[config.mk]
export PLATFORM = sky130hd
export DESIGN_NAME = quad_decoder_flat
export DESIGN_NICKNAME = d
export VERILOG_FILES = /design/src/rtl/quad_decoder_if.sv /design/src/rtl/quad_decoder.sv /design/src/flat_wrapper.sv
export SDC_FILE = /design/constraint.sdc
export NUM_CORES = 1
export LEC_CHECK = 0
export ABC_AREA = 1
export CAP_MARGIN = 25
export CORE_MARGIN = 2
export CORE_UTILIZATION = 45
export DETAILED_ROUTE_END_ITERATION = 10
export PLACE_DENSITY = 0.76
export SETUP_SLACK_MARGIN = 0.2
export SYNTH_ARGS = -nofsm -noshare
export SYNTH_HDL_FRONTEND = slang
export SYNTH_SLANG_ARGS = --single-unit
[constraint.sdc]
create_clock -name clk -period 2.5 [get_ports clk]
set_input_delay 0.5 -clock clk [delete_from_list [all_inputs] [get_ports clk]]
set_output_delay 0.5 -clock clk [all_outputs]
set_load 0.01 [all_outputs]
[src/rtl/quad_decoder_if.sv]
// quad_decoder_if: raw encoder inputs and decoded step/dir/err/ready outputs.
interface quad_decoder_if;
    logic enc_a, enc_b, err_clr, step, dir, err, ready;
    modport master (output enc_a, enc_b, err_clr, input step, dir, err, ready);
    modport slave (input enc_a, enc_b, err_clr, output step, dir, err, ready);
endinterface

[src/rtl/quad_decoder.sv]
// quad_decoder: sync, glitch-filter and Gray-phase decode of A/B into step/dir/err.
// QUAD_X4_EN selects x4 decoding; undefined gives x1 (steps only across the 00/10 boundary).
module quad_decoder #(
    parameter int FILTER_CYCLES = 4
) (
    input logic clk,
    input logic reset,
    quad_decoder_if.slave bus
);
    localparam logic [3:0] HIT = 4'(FILTER_CYCLES - 1);
    localparam logic [4:0] INIT_LAST = 5'(FILTER_CYCLES + 2);
    typedef enum logic {INIT, TRACK} state_t;
    state_t state_q, state_d;
    logic [1:0] sync1_q, sync2_q, filt_q, filt_d, prev_q;
    logic [3:0] cnt_q [2];
    logic [3:0] cnt_d [2];
    logic [4:0] init_q, init_d;
    logic step_q, step_d, dir_q, dir_d, err_q, err_d;
    logic ready, track, fwd, jump, count;

    always_ff @(posedge clk or negedge reset)
        if (!reset) state_q <= INIT;
        else state_q <= state_d;

    always_comb state_d = (state_q == INIT && init_q == INIT_LAST) ? TRACK : state_q;

    always_comb ready = state_q == TRACK;

    assign track = state_q == TRACK;
    assign init_d = track ? init_q : init_q + 5'd1;

    // Filter is bypassed in INIT so the phase starts from the live encoder level.
    always_comb
        for (int i = 0; i < 2; i++) begin
            cnt_d[i] = (track && sync2_q[i] != filt_q[i] && cnt_q[i] != HIT) ? cnt_q[i] + 4'd1 : 4'd0;
            filt_d[i] = (track && sync2_q[i] != filt_q[i] && cnt_q[i] != HIT) ? filt_q[i] : sync2_q[i];
        end

    assign fwd = filt_q == {prev_q[0], ~prev_q[1]};
    assign jump = (filt_q ^ prev_q) == 2'b11;
`ifdef QUAD_X4_EN
    assign count = filt_q != prev_q && !jump;
`else
    assign count = (prev_q == 2'b10 && filt_q == 2'b00) || (prev_q == 2'b00 && filt_q == 2'b10);
`endif
    assign step_d = track && count;
    assign dir_d = step_d ? fwd : dir_q;
    assign err_d = (track && jump) || (err_q && !bus.err_clr);

    always_ff @(posedge clk or negedge reset)
        if (!reset) begin
            sync1_q <= '0;
            sync2_q <= '0;
            filt_q <= '0;
            prev_q <= '0;
            cnt_q[0] <= '0;
            cnt_q[1] <= '0;
            init_q <= '0;
            step_q <= 1'b0;
            dir_q <= 1'b0;
            err_q <= 1'b0;
        end else begin
            sync1_q <= {bus.enc_a, bus.enc_b};
            sync2_q <= sync1_q;
            filt_q <= filt_d;
            prev_q <= filt_q;
            cnt_q[0] <= cnt_d[0];
            cnt_q[1] <= cnt_d[1];
            init_q <= init_d;
            step_q <= step_d;
            dir_q <= dir_d;
            err_q <= err_d;
        end

    assign bus.step = step_q;
    assign bus.dir = dir_q;
    assign bus.err = err_q;
    assign bus.ready = ready;
endmodule

[src/flat_wrapper.sv]
// flat-port wrapper written by rule: the top's interface ports become plain ports
module quad_decoder_flat 
#(
    parameter int FILTER_CYCLES = 4
)
  (clk, reset, bus_enc_a, bus_enc_b, bus_err_clr, bus_step, bus_dir, bus_err, bus_ready);
  quad_decoder_if bus_i ();
  input logic clk;
  input logic reset;
  input wire logic [$bits(bus_i.enc_a)-1:0] bus_enc_a;
  input wire logic [$bits(bus_i.enc_b)-1:0] bus_enc_b;
  input wire logic [$bits(bus_i.err_clr)-1:0] bus_err_clr;
  output wire logic [$bits(bus_i.step)-1:0] bus_step;
  output wire logic [$bits(bus_i.dir)-1:0] bus_dir;
  output wire logic [$bits(bus_i.err)-1:0] bus_err;
  output wire logic [$bits(bus_i.ready)-1:0] bus_ready;
  assign bus_i.enc_a = bus_enc_a;
  assign bus_i.enc_b = bus_enc_b;
  assign bus_i.err_clr = bus_err_clr;
  assign bus_step = bus_i.step;
  assign bus_dir = bus_i.dir;
  assign bus_err = bus_i.err;
  assign bus_ready = bus_i.ready;
  quad_decoder #(.FILTER_CYCLES(FILTER_CYCLES)) u_core (.clk(clk), .reset(reset), .bus(bus_i));
endmodule
# Yosys cells after proc, flatten, opt, wreduce, memory -nomap -nowiden
# Index checks and enable logic that the tools add are counted.
[word_totals]
in_bits = 5
reg_bits = 25
output_inout_bits = 4
elab_cells = 44
[classes]
n_addsub = 3
n_reduce_logical = 15
n_mux = 2
n_eq_ne = 9
n_bitwise = 3
[op_table]
columns = ["op", "n"]
rows = [
  ["1-bit logical AND", 10],
  ["4-bit by 1-bit adder with 4-bit output, second input constant", 2],
  ["4-bit two-way mux", 2],
  ["4-bit by 2-bit inequality test with 1-bit output, second input constant", 2],
  ["2-bit equality test, second input constant", 3],
  ["5-bit by 1-bit adder with 5-bit output, second input constant", 1],
  ["5-bit by 3-bit equality test with 1-bit output, second input constant", 1],
  ["2-bit zero test", 2],
  ["2-bit equality test", 1],
  ["1-bit logical OR", 2],
  ["1-bit inequality test", 2],
  ["1-bit NOT", 2],
  ["2-bit XOR", 1],
  ["1-bit zero test", 1],
]

# Logic depth before layout (Yosys ltp)
# Gate-level depths: netlist of run 1.
[depth]
word_depth = 4
depth_mapped = 6

# Worst setup path before layout of run 1
# OpenSTA, ideal clock, no wires.
[synth_timing]
path_kind = "reg-to-reg"
startpoint = "reg u_core.state_q, in the netlist u_core.bus.ready"
endpoint = "reg u_core.init_q[3]"
t_required_ps = 2377
t_arrival_ps = 858
stages_incl_launch_ff = 5
path_slack_ps = 1519
setup_ps = 123
path_cell_list = "dfrtp_1 -> buf_6 -> inv_2 -> nand4_1 -> xnor2_1"
[synth_rtl]
columns = ["element", "line", "text"]
rows = [
  ["start, declared", "quad_decoder.sv:13", "state_t state_q, state_d;"],
  ["start signal, assigned", "quad_decoder.sv:23", "else state_q <= state_d;"],
  ["end signal, assigned", "quad_decoder.sv:69", "init_q <= init_d;"],
  ["end, declared", "quad_decoder.sv:17", "logic [4:0] init_q, init_d;"],
]

# Worst setup path in the final report of run 1
[layout_timing]
startpoint = "reg u_core.state_q, in the netlist u_core.bus.ready"
endpoint = "out bus_ready"
[layout_rtl]
columns = ["element", "line", "text"]
rows = [
  ["end, declared", "flat_wrapper.sv:16", "output wire logic [$bits(bus_i.ready)-1:0] bus_ready;"],
]
# No word-level cell between the ends.

==> results.json, run 1 <==
{
  "n_antenna_cell": 0,
  "vias_per_cell": 4.67,
  "syn_area_um2": 1040,
  "cts_buffers": 3,
  "synth-warning-count": 0,
  "instances_no_fill": 139,
  "cts_buffer_depth": 2,
  "fill_cells": 200,
  "area_growth_pct": 13.3,
  "std_cell_rows": 17,
  "max_freq_mhz": 515,
  "netlist_instances": 99,
  "async_reset_ff_frac": 1.00,
  "numClockSinks": 25,
  "grt_max_degree": 26,
  "yosysUniqueCellTypes": 19,
  "post_drt_wl_per_cell_um": 10.5,
  "period_share": 0.777,
  "post_dp_cell_area_um2": 1160,
  "pwr-share-comb": 0.313,
  "p_switching_uw": 390,
  "fin_area_um2": 1180,
  "startpoint_type": "flop",
  "numPortBuffers": 8,
  "synthFlopType": "dfrtp_1",
  "wl_um": 1460,
  "p_leak_nw": 0.572,
  "finalSetupTns_ns": 0,
  "slew_headroom": 0.803,
  "critPathKind": "flop to output port",
  "first_iter_violations": 6,
  "cp_max_fo": 9,
  "cts-root-buf": "clkbuf_4",
  "num_vias": 649,
  "hold_class": "flop to flop",
  "yosysTopAreaCellShare": 0.599,
  "synth_common_cells": "25 x dfrtp_1, 21 x nand2_1, 12 x nor2_1",
  "cpPeakStageDelay_ns": 0.59,
  "cts_post_setup_buffers_inserted": 0,
  "internal-power_uw": 722,
  "cp_slowest_cell": "clkdlybuf4s50_1",
  "worstPathCellList": "clkdlybuf4s50_1",
  "syn_nets": 108,
  "vdd_drop_max_v": 0.000448,
  "critical_path.top_delay_family": "buffers and inverters",
  "grt_pass1_vias": 647,
  "antenna_found_initial": 0,
  "grt_overflow_total": 0,
  "fin_skew_ns": 0.00468,
  "start_util": 0.472,
  "register_area_um2": 626,
  "arrival_ns": 1.44,
  "dr.pass1.iters": 4,
  "die_area_um2": 2720,
  "grt_pass1_wl_um": 2660,
  "syn_area_per_cell_um2": 10.6,
  "multi_input_area_um2": 367,
  "die_y_um": 52.2,
  "clkLatencyLatePin_ns": 0.31,
  "htree_levels": 1,
  "finalCriticalPeriod_ns": 1.94,
  "worst_pin_slew_ns": 0.296,
  "ios": 9,
  "ys_ff_latch": 25,
  "core_area_um2": 2210,
  "crit_buf_inv": 1,
  "placed_cells": 135,
  "grt_use_total": 0.138,
  "synth.most_common_cell": "dfrtp_1",
  "seqPwrFrac": 0.531,
  "clkTransAtPathRegs_ns": 0.13,
  "power_density_nw_per_um2": 939,
  "synth.area.top_cells": "dfrtp_1 60%, nand2_1 7.5%, ha_1 4.8%",
  "drc": 0,
  "end_kind": "output port",
  "setup_viol": 0,
  "cap_violations": 0,
  "synth.yosys.seq_area_share": 0.599,
  "cts_hold_buf": 0,
  "hold_viol_final": 0,
  "post_route_cells_drive_above_1_share": 0.135,
  "dp_hpwl_um": 1110,
  "rsz0062_at_grt": "no",
  "layout.nets": 121,
  "routabilityCongestion": 0.874,
  "cp.required_ns": 2.00,
  "ctsResizeCount": 0,
  "chipWidth_um": 52.2,
  "synth_edf_count": 0,
  "drv_slew": 0,
  "p_sw_frac": 0.351,
  "final_antenna_net_count": 0,
  "yosysTopAreaCell": "dfrtp_1",
  "clkPwrFrac": 0.156,
  "status": "complete, no violations",
  "tritoncts": "done"
}
area by class of cell:
cell class                      count  area share
Timing Repair Buffer                9      0.0740
Clock buffer                        3      0.0190
Clock inverter                      1     0.00423
Sequential cell                    25       0.529
Inverter                           11      0.0349
Tap cell                           28      0.0296
Multi-Input combinational cell     62       0.310
power by group through the flow:
stage	Combinational [mW]	Clock, mW	Sequential (mW)
finish	0.348	0.174	0.590
global route	0.406	0.198	0.605
CTS	0.355	0.181	0.590
detailed placement	0.353	0	0.597
global placement	0.339	0	0.592
floorplan	0.246	0	0.592
kinds of logic (layout without fill, tap and decap cells):
logic type	count (synthesis)	count (layout)	synth area share
fa+ha+maj	4	4	0.0479
simple gates	41	41	0.168
flops	25	25	0.599
xor+xnor	8	8	0.0671
compound gates	9	9	0.0683
buf+inv	12	24	0.0503
final timing paths:
| kind | cells after the start | slack, ns | from | to |
|---|---|---|---|---|
| setup / recovery | 1 | 0.56 | u_core.bus.ready | bus_ready |
| min in group asynchronous | 2 | 0.51 | reset | u_core.init_q[1] |
| hold reg to reg | 0 | 0.36 | u_core.sync1_q[1] | u_core.sync2_q[1] |
| setup reg to reg | 5 | 1.40 | u_core.cnt_q[0] | u_core.filt_q[1] |
| max in group asynchronous | 2 | 1.75 | reset | u_core.cnt_q[0] |
| hold / removal | 0 | 0.36 | u_core.sync1_q[1] | u_core.sync2_q[1] |
routing by layer:
layer  GRT usage  wire [um]  vias to the layer above
met3      0.0343         58                        4
li1            -          -                      334
met4      0.0940         29                        0
met1       0.173        712                      298
met5           0          0                        -
met2       0.209        664                       13
metrics by stage:
step           utilization  power, mW  setup WS [ns]  hold slack (ns)
2_1_floorplan            -      0.837           1.52            0.204
3_3_place_gp         0.523      0.930          0.925            0.334
3_5_place_dp         0.523      0.950          0.907            0.336
4_1_cts              0.535       1.13          0.537            0.366
5_1_grt              0.535       1.21          0.470            0.373
6_report             0.535       1.11          0.558            0.363
registers in the layout, summed over array words and instances (netlist names):
name,flops
u_core.bus.dir,1
u_core.bus.err,1
u_core.bus.ready,1
u_core.bus.step,1
u_core.cnt_q,8
u_core.filt_q,2
u_core.init_q,5
u_core.prev_q,2
u_core.sync1_q,2
u_core.sync2_q,2
cell usage in the layout (no fill, tap or decap):
master,synthesis,final
inv_2,3,3
ha_1,4,4
xor2_1,3,3
o21ai_0,3,3
xnor2_1,5,5
inv_1,8,8
o211ai_2,2,2
o31ai_1,1,1
dfrtp_1,25,25
buf_4,0,1
clkinv_2,0,1
clkbuf_4,0,3
o22ai_1,1,1
nor2_1,12,12
nand3_1,2,2
nand3_2,1,1
clkdlybuf4s50_1,0,8
nand2_2,1,1
nor2_2,1,1
a21oi_2,2,2
nand4_1,3,3
nand2_1,21,21
worst reg2reg max path, stage by stage (launching register included):
cell and delay (ns):
dfrtp_1 0.42, ha_1 0.23, nand2_1 0.12, nand2_1 0.10, nand2_1 0.07, o21ai_0 0.07
Power figures use the tool's default switching activity.
==> run 2, diff against run 1 <==
--- a/config.mk
+++ b/config.mk
@@ -10,7 +10,7 @@
 export CORE_MARGIN = 2
 export CORE_UTILIZATION = 45
 export DETAILED_ROUTE_END_ITERATION = 10
-export PLACE_DENSITY = 0.76
+export PLACE_DENSITY = 0.78
 export SETUP_SLACK_MARGIN = 0.2
 export SYNTH_ARGS = -nofsm -noshare
 export SYNTH_HDL_FRONTEND = slang
==> constraint.sdc (replaced) <==
create_clock -name clk -period 1.74 [get_ports clk]
set_input_delay 0.348 -clock clk [delete_from_list [all_inputs] [get_ports clk]]
set_output_delay 0.348 -clock clk [all_outputs]
set_load 0.01 [all_outputs]
==> run 2 against run 1 <==
  * Sequential cell count stayed put
  * Power is 42% higher
  * Clock-buffer cell count did not move
  * Clock skew grew 0.00060 ns
  * Largest power group unchanged
  * Sequential share of layout area shrank 0.17 points
  * Critical path depth unchanged
  * Critical path type unchanged
==> results.json, run 2 (same netlist as run 1, synthesis figures left out) <==
{
  "status": "complete, no violations",
  "tritoncts": "done",
  "cp_max_fo": 2,
  "rsz0062_at_grt": "no",
  "rr_worst_depth": 4,
  "n_antenna_cell": 0,
  "critPathKind": "flop to output port",
  "start_util": 0.472,
  "worstPathCellList": "dlygate4sd2_1",
  "largest_register": "u_core.cnt_q",
  "die_y_um": 52.2,
  "routabilityCongestion": 0.844,
  "final_cell_mix": "24 x dfrtp_1, 21 x nand2_1, 12 x nor2_1, 8 x inv_1, 5 x xnor2_1",
  "wl_um": 1450,
  "fin_skew_ns": 0.00529,
  "arrival_ns": 1.01,
  "drc": 0,
  "post_dp_cell_area_um2": 1160,
  "p_sw_frac": 0.354,
  "grt_overflow_total": 0,
  "cap_violations": 0,
  "p_switching_uw": 558,
  "std_cell_rows": 17,
  "period_share": 0.782,
  "layout.nets": 122,
  "cts_hold_buf": 0,
  "reg2reg_to": "u_core.cnt_q[5]",
  "clkLatencyLatePin_ns": 0.31,
  "power_density_nw_per_um2": 1330,
  "end_kind": "output port",
  "htree_levels": 1,
  "crit_start": "u_core.bus.ready",
  "cp.required_ns": 1.39,
  "finalCriticalPeriod_ns": 1.36,
  "finalSetupTns_ns": 0,
  "clkTransAtPathRegs_ns": 0.13,
  "grt_use_total": 0.136,
  "cp_slowest_cell": "dfrtp_2",
  "grt_pass1_vias": 659,
  "critical_path.top_delay_family": "flip-flops",
  "dp_hpwl_um": 1080,
  "fill_cells": 211,
  "hold_class": "input port to async pin",
  "reg2reg_from": "u_core.cnt_q[4]",
  "grt_pass1_wl_um": 2620,
  "ios": 9,
  "numPortBuffers": 8,
  "numClockSinks": 25,
  "die_area_um2": 2720,
  "total_power_mw": 1.58,
  "p_leak_nw": 0.578,
  "drv_slew": 0,
  "clkPwrFrac": 0.161,
  "post_route_cells_drive_above_1_share": 0.152,
  "r2r_slack_ns": 0.67,
  "area_growth_pct": 13.9,
  "setup_viol": 0,
  "core_area_um2": 2210,
  "max_freq_mhz": 735,
  "vdd_drop_max_v": 0.000802,
  "seqPwrFrac": 0.534,
  "cts-root-buf": "clkbuf_4",
  "cpPeakStageDelay_ns": 0.42,
  "cts_buffer_depth": 2,
  "hold_viol_final": 0,
  "first_iter_violations": 7,
  "vias_per_cell": 4.73,
  "startpoint_type": "flop",
  "cts_buffers": 3,
  "dr.pass1.iters": 4,
  "crit_buf_inv": 1,
  "fin_area_um2": 1190,
  "grt_max_degree": 26,
  "antenna_found_initial": 0,
  "largest_register_ffs": 8,
  "largestRegisters": "u_core.cnt_q x8, u_core.init_q x5",
  "final_antenna_net_count": 0,
  "pwr-share-comb": 0.305,
  "num_vias": 662,
  "internal-power_mw": 1.02,
  "post_drt_wl_per_cell_um": 10.4,
  "layout_commonest_cell": "dfrtp_1",
  "chipWidth_um": 52.2,
  "endpoint": "bus_ready",
  "slew_headroom": 0.798,
  "worst_pin_slew_ns": 0.303,
  "cp.depth": 1
}
-- run 2: repair_timing --
| item | in CTS | in global routing |
|---|---|---|
| setup buffers | 1 | 0 |
| gates resized for setup | 5 | 0 |
| setup endpoints to repair | 4 | 0 |
-- run 2: layout make-up --
type | instances | area, um2 | area share
sequential | 25 | 627 | 0.527
multi-input combinational | 62 | 367 | 0.308
timing repair buffer | 10 | 90.1 | 0.0757
inverter | 11 | 41.3 | 0.0347
tap | 28 | 35.0 | 0.0294
clock buffer | 3 | 22.5 | 0.0189
clock inverter | 1 | 7.51 | 0.00631
-- run 2: worst min path at each step --
stage | startpoint | endpoint | cells after the start
after floorplan | reset | u_core.bus.dir | 0
after global placement | u_core.sync1_q[0] | u_core.sync2_q[0] | 0
after detailed placement | u_core.sync1_q[1] | u_core.sync2_q[1] | 0
after CTS | reset | u_core.cnt_q[7] | 2
after global routing | reset | u_core.cnt_q[4] | 2
final | reset | u_core.cnt_q[1] | 2
-- run 2: metrics by stage --
step | hold WS, ns | utilization | setup slack, ns | instances
6_report | 0.367 | 0.538 | 0.379 | 140
5_1_grt | 0.377 | 0.538 | 0.333 | 140
4_1_cts | 0.371 | 0.538 | 0.362 | 140
3_5_place_dp | 0.340 | 0.523 | 0.303 | 135
3_3_place_gp | 0.333 | 0.523 | 0.317 | 135
2_1_floorplan | 0.0524 | - | 0.759 | 99
-- run 2: power by group through the flow --
stage          clock (mW)  combinational, mW  sequential [mW]
2_1_floorplan           0              0.353            0.850
3_3_place_gp            0              0.487            0.848
3_5_place_dp            0              0.510            0.858
4_1_cts             0.268              0.493            0.843
5_1_grt             0.293              0.560            0.866
6_report            0.254              0.481            0.842
-- run 2: routing by layer --
metal | global-route usage | vias up | part of all wire
met3 | 0.0257 | 4 | 0.028
met2 | 0.203 | 9 | 0.46
met1 | 0.172 | 310 | 0.48
met5 | 0 | - | 0
met4 | 0.107 | 0 | 0.028
li1 | - | 339 | -
==> run 3, diff against run 2 <==
==> constraint.sdc (replaced) <==
create_clock -name clk -period 1.1 [get_ports clk]
set_input_delay 0.22 -clock clk [delete_from_list [all_inputs] [get_ports clk]]
set_output_delay 0.22 -clock clk [all_outputs]
set_load 0.01 [all_outputs]
==> run 3 against run 2 <==
  * Power grew 83%
  * Largest power group unchanged
  * Largest cell class unchanged
  * Non-clock buffer count is 11 higher
  * Routed wire length increased by 32%
==> results.json, run 3 (same netlist as run 1, synthesis figures left out) <==
{
  "status": "complete, no violations",
  "cp_slowest_cell": "dfrtp_1",
  "numClockSinks": 25,
  "wl_um": 1910,
  "cts_buffer_depth": 2,
  "max_freq_mhz": 922,
  "finalCriticalPeriod_ns": 1.08,
  "p_switching_mw": 1.08,
  "cp.required_ns": 0.88,
  "clkTransAtPathRegs_ns": 0.12,
  "area_growth_pct": 35.4,
  "largestRegisters": "u_core.cnt_q x8, u_core.init_q x5",
  "htree_levels": 1,
  "cts_buffers": 3,
  "layout.nets": 133,
  "rsz0062_at_grt": "yes",
  "die_area_um2": 2720,
  "numPortBuffers": 8,
  "p_leak_nw": 0.654,
  "cp_max_fo": 2,
  "dr.pass1.iters": 3,
  "std_cell_rows": 17,
  "p_sw_frac": 0.374,
  "holdWs_ns": 0.264,
  "tritoncts": "done",
  "hold_viol_final": 0,
  "final_antenna_net_count": 0,
  "routabilityCongestion": 0.740,
  "start_util": 0.472,
  "grt_pass1_vias": 647,
  "final_cell_mix": "23 x dfrtp_1, 13 x nand2_1, 10 x nor2_1, 8 x inv_1, 8 x buf_4",
  "clkPwrFrac": 0.136,
  "grt_max_degree": 26,
  "end_kind": "output port",
  "drv_slew": 0,
  "post_dp_cell_area_um2": 1200,
  "largest_register_ffs": 8,
  "num_vias": 721,
  "vdd_drop_max_v": 0.00108,
  "internal-power_mw": 1.81,
  "chipWidth_um": 52.2,
  "pre_cts_ws_ns": 0.0124,
  "startpoint_type": "flop",
  "worstPathCellList": "buf_2",
  "finalSetupTns_ns": 0,
  "layout_commonest_cell": "dfrtp_1",
  "fin_area_um2": 1420,
  "power_density_nw_per_um2": 2040,
  "critical_path.top_delay_family": "flip-flops",
  "die_y_um": 52.2,
  "fin_ws_ns": 0.0155,
  "slew_headroom": 0.847,
  "critPathKind": "flop to output port",
  "grt_overflow_total": 0,
  "post_route_cells_drive_above_1_share": 0.415,
  "post_drt_wl_per_cell_um": 12.6,
  "grt_use_total": 0.139,
  "cts_hold_buf": 0,
  "largest_register": "u_core.cnt_q",
  "grt_pass1_wl_um": 2700,
  "cpPeakStageDelay_ns": 0.41,
  "arrival_ns": 0.86,
  "pwr-share-comb": 0.377,
  "period_share": 0.986,
  "antenna_found_initial": 0,
  "clkLatencyLatePin_ns": 0.31,
  "setup_viol": 0,
  "seqPwrFrac": 0.487,
  "ios": 9,
  "fill_cells": 180,
  "crit_buf_inv": 1,
  "n_antenna_cell": 0,
  "worst_pin_slew_ns": 0.229,
  "first_iter_violations": 9,
  "dp_hpwl_um": 1110,
  "hold_class": "input port to async pin",
  "drc": 0,
  "cts-root-buf": "clkbuf_4",
  "fin_skew_ns": 0.00220,
  "core_area_um2": 2210,
  "cap_violations": 0,
  "vias_per_cell": 4.77
}
## run 3: cell types whose count changed in the layout (fill, tap and decap cells not counted), sizes merged
cell,before,now
buf,2,17
dlygate4sd2,4,0
clkbuf,3,4
clkinvlp,1,0
## run 3: through the flow
stage	power, mW	utilization	instances
finish	2.89	0.640	151
global route	3.15	0.640	151
CTS	2.65	0.568	145
detailed placement	2.19	0.542	136
global placement	2.15	0.542	136
floorplan	1.94	-	99
## run 3: layout make-up
class                   count  area, um2  share of cell area
repair buffers             21        194               0.137
inverters                  11       48.8              0.0345
flip-flops and latches     25        628               0.444
multi-input cells          62        483               0.341
clock buffers               4       26.3              0.0186
well taps                  28       35.0              0.0248
## run 3: per-layer routing
| layer | GRT usage | part of all wire |
|---|---|---|
| met1 | 0.174 | 0.41 |
| met2 | 0.226 | 0.55 |
| met3 | 0.0343 | 0.025 |
| met4 | 0.0641 | 0.010 |
| met5 | 0 | 0 |
## run 3: repair_timing
| action | in CTS | in global routing |
|---|---|---|
| pin swaps | 3 | 12 |
| endpoints found under the setup margin | 22 | 22 |
| resized for setup | 23 | 20 |
| setup buffers | 5 | 6 |
## run 3: power groups by stage
stage | combinational, mW | sequential (mW) | clock (mW)
finish | 1.09 | 1.41 | 0.394
global route | 1.24 | 1.44 | 0.464
CTS | 0.874 | 1.37 | 0.409
detailed placement | 0.821 | 1.37 | 0
global placement | 0.796 | 1.35 | 0
floorplan | 0.585 | 1.35 | 0
## run 3: path summary, 6_finish.rpt
check	start	to	slack (ns)	cells past startpoint
max	u_core.bus.ready	bus_ready	0.02	1
min	reset	u_core.filt_q[1]	0.26	2
max reg2reg	u_core.cnt_q[1]	u_core.cnt_q[1]	0.08	4
min reg2reg	u_core.sync1_q[0]	u_core.sync2_q[0]	0.37	0
max in group asynchronous	reset	u_core.filt_q[0]	0.68	2
min in group clk	bus_enc_a	u_core.sync1_q[1]	0.33	1
==> patch 1 (config.mk and constraints of run 3) <==
Add a define of `QUAD_X4_EN`.
--- a/src/rtl/quad_decoder.sv
+++ b/src/rtl/quad_decoder.sv
@@ -1,5 +1,7 @@
 // quad_decoder: sync, glitch-filter and Gray-phase decode of A/B into step/dir/err.
 // QUAD_X4_EN selects x4 decoding; undefined gives x1 (steps only across the 00/10 boundary).
+`define QUAD_X4_EN
+
 module quad_decoder #(
     parameter int FILTER_CYCLES = 4
 ) (
Formal check against the unedited RTL: not equivalent (Yosys sat finds a counterexample within 10 cycles, from zero or initial values and one cycle with reset low).
==> patch 1 against run 3 <==
The run now ends with setup timing left; critical endpoint is now u_core.bus.dir; synthesized area increased by 4.9%; worst setup slack got worse by 0.13 ns; register-to-register slack got worse by 0.20 ns; cell area increased by 7.2%; power increased by 8.7%; sequential share of layout area decreased by 3.0 points; sequential cell count unchanged; wire length increased by 17%.
==> patch 1: results (changes against run 3) <==
----------------------------------------------------
[Synthesis]
  Xor/xnor cell area share of the yosys netlist ... 0.0400 (was 0.0671)
  Leading post-synthesis cells by instance count ... sky130_fd_sc_hd__nand2_1, sky130_fd_sc_hd__dfrtp_1, sky130_fd_sc_hd__inv_1 (was sky130_fd_sc_hd__dfrtp_1, sky130_fd_sc_hd__nand2_1, sky130_fd_sc_hd__nor2_1)
  Fraction of the mapped netlist area in compound gates ... 0.0388 (was 0.0683)
  Cells taking the most area after synthesis ... sky130_fd_sc_hd__dfrtp_1, sky130_fd_sc_hd__nand2_1, sky130_fd_sc_hd__ha_1 (unchanged)
  Share of the yosys chip area belonging to registers ... 0.571 (was 0.599)
  Area share of fa/ha/maj cells after synthesis ... 0.0571 (was 0.0479)
  Count of unique library cells instantiated by Yosys ... 18 (was 19)
  Syn avg cell area ... 9.53 um^2 (was 10.6 um^2)

[Route]
  Via density ... 5.11 (was 4.77)
  Total wirelength of the detailed-routed design ... 2230 um (was 1910 um)
  Initial drt markers ... 8 (was 9)
  1st-pass router iterations ... 4 (was 3)
  WL/cell ... 13.1 um (was 12.6 um)

[Setup path]
  Startpoint of the most critical setup path ... u_core.filt_q[1] (was u_core.bus.ready)
  Worst r2r path cells ... 6 (was 4)
  Worst Path Arrival ... 1.50 ns (was 0.86 ns)

[Global routing]
  All-Layer GR Usage ... 0.162 (was 0.139)
  Wire length of the first global-routing pass ... 3220 um (was 2700 um)
  Largest net degree at the start of global routing ... 26 (unchanged)

[STA]
  Final worst slack ... -0.116 ns (was 0.0155 ns)
  Final setup skew ... 0.0127 ns (was 0.00220 ns)
  Final setup TNS ... -0.439 ns (was 0 ns)
  Count of endpoints failing setup in the final report ... 10 (was 0)
  Pin slew with the least headroom to its limit ... 0.231 ns (was 0.229 ns)
  Smallest hold slack ... 0.221 ns (was 0.264 ns)

[Placed design]
  # placed instances ... 155 (was 136)
  Weighted congestion at the end of routability-driven global placement ... 0.694 (was 0.740)
  Post-detailed-placement cell area ... 1270 um^2 (was 1200 um^2)
  Post-detail-place hpwl ... 1250 um (was 1110 um)
  Setup Slack @ Placement ... -0.112 ns (was 0.0124 ns)

[Pwr]
  Leakage power summed over all cells ... 0.722 nW (was 0.654 nW)

[Clocking]
  Reg clk slew, reported paths ... 0.14 ns (was 0.12 ns)
  Skew-Pair Late Insertion Delay ... 0.33 ns (was 0.31 ns)
  Postcts setup bufs ... 9 (was 5)
  Maximum level of the CTS H-tree ... 1 (unchanged)

[Status]
  Result of the run ... complete, but fails checks (was finished clean)
  Violated checks ... setup timing

[Cells and area]
  Layout net count ... 153 (was 133)
  Share of layout cells above drive strength 1 ... 0.394 (was 0.415)

----------------------------------------------------
[patch 1: cell types whose count changed after synthesis, sizes merged, moves of 2 or more]
cell,delta
or2,+3
nand3,+7
xnor2,-3
nand2,+5
o211ai,-2
inv,+5
[patch 1: layout make-up]
cell class / count / area [um^2]
multi-input cells: 73 / 536
clock buffers: 3 / 22.5
clock inverters: 1 / 5.00
flip-flops and latches: 25 / 628
repair buffers: 24 / 215
fillers: 166 / 738
inverters: 16 / 75.1
well taps: 28 / 35.0
[patch 1: worst paths after layout]
path                                           to
worst max register to register     u_core.bus.dir
worst max-delay path               u_core.bus.dir
min in group clk                u_core.sync1_q[1]
worst min register to register  u_core.sync2_q[0]
worst min-delay path              u_core.cnt_q[2]
max in group asynchronous        u_core.init_q[0]
[patch 1: kinds of logic after synthesis]
| group | count (synthesis) |
|---|---|
| AND/OR/NAND/NOR | 56 |
| XOR/XNOR | 5 |
| adder cells (fa/ha/maj) | 5 |
| buffers and inverters | 17 |
| flip-flops | 25 |
| AO/OA/AOI/OAI | 7 |
[patch 1: worst register-to-register path: cells and delay by family (launching register included)]
kind / cells / cell delay (ns)
DFF: 1 / 0.41
adders and majority gates: 1 / 0.30
and+or+nand+nor: 3 / 0.20
xor gates and xnor gates: 1 / 0.17
AOI/OAI and AO/OA: 1 / 0.09
[patch 1: where the power goes]
part / internal (mW) / leakage (nW) / total, mW / switching [mW]
Sequential: 1.15 / 0.301 / 1.32 / 0.170
Clock: 0.136 / 0.0177 / 0.411 / 0.275
Combinational: 0.686 / 0.403 / 1.40 / 0.718
[patch 1: per-layer routing]
metal / track usage / up-vias / routed length, um
met2: 0.270 / 18 / 1140
met4: 0.0940 / 0 / 83
met1: 0.196 / 430 / 928
met5: 0 / - / 0
met3: 0.0282 / 9 / 80
li1: - / 412 / -
==> patch 2 (flow settings as in run 3) <==
Without the edit above. Reset style: synchronous (`reset`), changed in 2 clocked blocks.
--- a/src/rtl/quad_decoder.sv
+++ b/src/rtl/quad_decoder.sv
@@ -18,7 +18,7 @@
     logic step_q, step_d, dir_q, dir_d, err_q, err_d;
     logic ready, track, fwd, jump, count;
 
-    always_ff @(posedge clk or negedge reset)
+    always_ff @(posedge clk)
         if (!reset) state_q <= INIT;
         else state_q <= state_d;
 
@@ -47,7 +47,7 @@
     assign dir_d = step_d ? fwd : dir_q;
     assign err_d = (track && jump) || (err_q && !bus.err_clr);
 
-    always_ff @(posedge clk or negedge reset)
+    always_ff @(posedge clk)
         if (!reset) begin
             sync1_q <= '0;
             sync2_q <= '0;
Function: differs if reset is asserted again (counterexample within 10 cycles, from zero or initial values and one cycle with reset low); with reset held inactive, the same outputs for 10 cycles.
==> patch 2 against run 3 <==
Via count up 8.7%; non-clock buffer count down 1; highest routed layer unchanged; clock skew about the same; wire length is 10% lower; cell area fell by 8.8%; synthesized area fell by 5.3%; first-iteration DRC count decreased by 22%; largest cell class unchanged; count of clock-buffer cells in the layout unchanged; sequential cell count did not move; worst setup slack improved by 0.067 ns.
Power is not compared: it rests on default switching activity, and its combinational part moved more than twofold at a synthesized area within 25%.
==> patch 2: results (changes against run 3) <==
----------------------------------------------------
[Status]
  Result of the run ... finished clean (unchanged)

[Setup path]
  Crit path largest cell delay ... 0.37 ns (was 0.41 ns)
  Worst-path maximum fanout ... 5 (was 2)
  Slowest cell on the critical path ... sky130_fd_sc_hd__dfxtp_4 (was sky130_fd_sc_hd__dfrtp_1)
  Worst Path Arrival ... 1.26 ns (was 0.86 ns)

[Placed design]
  Post-detailed-placement cell area ... 1120 um^2 (was 1200 um^2)
  # placed instances ... 158 (was 136)
  Post-detail-place hpwl ... 1130 um (was 1110 um)

[Synthesis]
  Area share of fa/ha/maj cells after synthesis ... 0.0506 (was 0.0479)
  Syn avg cell area ... 8.18 um^2 (was 10.6 um^2)
  Count of unique library cells instantiated by Yosys ... 16 (was 19)
  Fraction of the mapped netlist area in compound gates ... 0.0695 (was 0.0683)
  Share of the yosys chip area belonging to registers ... 0.506 (was 0.599)
  Synthesized netlist net count ... 130 (was 108)
  Leading post-synthesis cells by instance count ... sky130_fd_sc_hd__dfxtp_1, sky130_fd_sc_hd__nand2_1, sky130_fd_sc_hd__inv_1 (was sky130_fd_sc_hd__dfrtp_1, sky130_fd_sc_hd__nand2_1, sky130_fd_sc_hd__nor2_1)
  Xor/xnor cell area share of the yosys netlist ... 0.0619 (was 0.0671)
  Top FF cell, synth ... sky130_fd_sc_hd__dfxtp_1 (was sky130_fd_sc_hd__dfrtp_1)

[Cells and area]
  Multi-input logic cell count ... 76 (was 62)
  Share of layout cells above drive strength 1 ... 0.292 (was 0.415)
  Non-clock buffer instance count of the final layout ... 20 (was 21)
  Layout net count ... 154 (was 133)
  Fill cells ... 178 (was 180)
  Register share of the cell area ... 0.404 (was 0.444)
  Clock distribution area overhead in the final layout ... 0.0203 (was 0.0186)
  Number of signal-net inverters in the final layout ... 19 (was 11)
  Non-clk buf share ... 0.137 (about the same)
  Final design utilization ... 0.639 (was 0.640)
  Multi-input gate share of the layout cell area ... 0.352 (was 0.341)

[Route]
  1st-pass router iterations ... 4 (was 3)
  Detailed-routed wire length on met3 ... 54 um (was 48 um)
  DRT met1 WL ... 780 um (was 789 um)
  Met2 routed wirelength ... 858 um (was 1050 um)
  Initial drt markers ... 7 (was 9)
  Via density ... 4.58 (was 4.77)
  WL/cell ... 10.0 um (was 12.6 um)
  Total wirelength of the detailed-routed design ... 1720 um (was 1910 um)

[Die]
  Std cell rows ... 16 (was 17)

[Global routing]
  All-Layer GR Usage ... 0.145 (was 0.139)
  GR Layer Usage met3 ... 0.0468 (was 0.0343)
  Met1 Track Usage GR ... 0.159 (was 0.174)
  Largest net degree at the start of global routing ... 14 (was 26)
  Met2 layer usage reported by global route ... 0.252 (was 0.226)
  Number of global-route vias before repair ... 699 (was 647)

[Hold path]
  Path type of the worst min-delay path ... input pin to register (was input pin to asynchronous set/reset pin)

----------------------------------------------------
patch 2: cell count changes in the layout (fill, tap and decap cells not counted), moves of 3 or more:
cell and change:
sky130_fd_sc_hd__dfrtp_1 -23, sky130_fd_sc_hd__dfxtp_1 +14, sky130_fd_sc_hd__inv_1 +10, sky130_fd_sc_hd__dfxtp_2 +8
sky130_fd_sc_hd__a21oi_1 +7, sky130_fd_sc_hd__nor2_1 +6, sky130_fd_sc_hd__nand2_1 +5, sky130_fd_sc_hd__nand3_1 +5
sky130_fd_sc_hd__buf_2 -3, sky130_fd_sc_hd__dfxtp_4 +3, sky130_fd_sc_hd__ha_2 -3, sky130_fd_sc_hd__nand2_2 -3
sky130_fd_sc_hd__o21ai_0 +3
patch 2: metrics by stage:
stage | worst slack, ns | TNS (ns) | hold slack [ns] | total power [mW]
2_1_floorplan | 0.194 | 0 | 0.318 | 1.01
3_3_place_gp | -0.120 | -1.27 | 0.394 | 1.04
3_5_place_dp | -0.145 | -1.46 | 0.406 | 1.05
4_1_cts | 0.0854 | 0 | 0.416 | 1.43
5_1_grt | -0.000474 | -0.000474 | 0.434 | 1.49
6_report | 0.0825 | 0 | 0.425 | 1.42
patch 2: timing repair:
item / in CTS / in global routing
pin swaps: 8 / 9
gates resized for setup: 43 / 5
setup buffers: 5 / 4
endpoints found under the setup margin: 21 / 23
patch 2: path summary, 6_finish.rpt:
check	from	endpoint	slack [ns]	cells after the start
worst max-delay path	u_core.bus.ready	u_core.bus.err	0.08	6
worst max register to register	u_core.bus.ready	u_core.bus.err	0.08	6
worst min-delay path	bus_enc_a	u_core.sync1_q[1]	0.42	3
worst min register to register	u_core.sync1_q[0]	u_core.sync2_q[0]	0.42	2
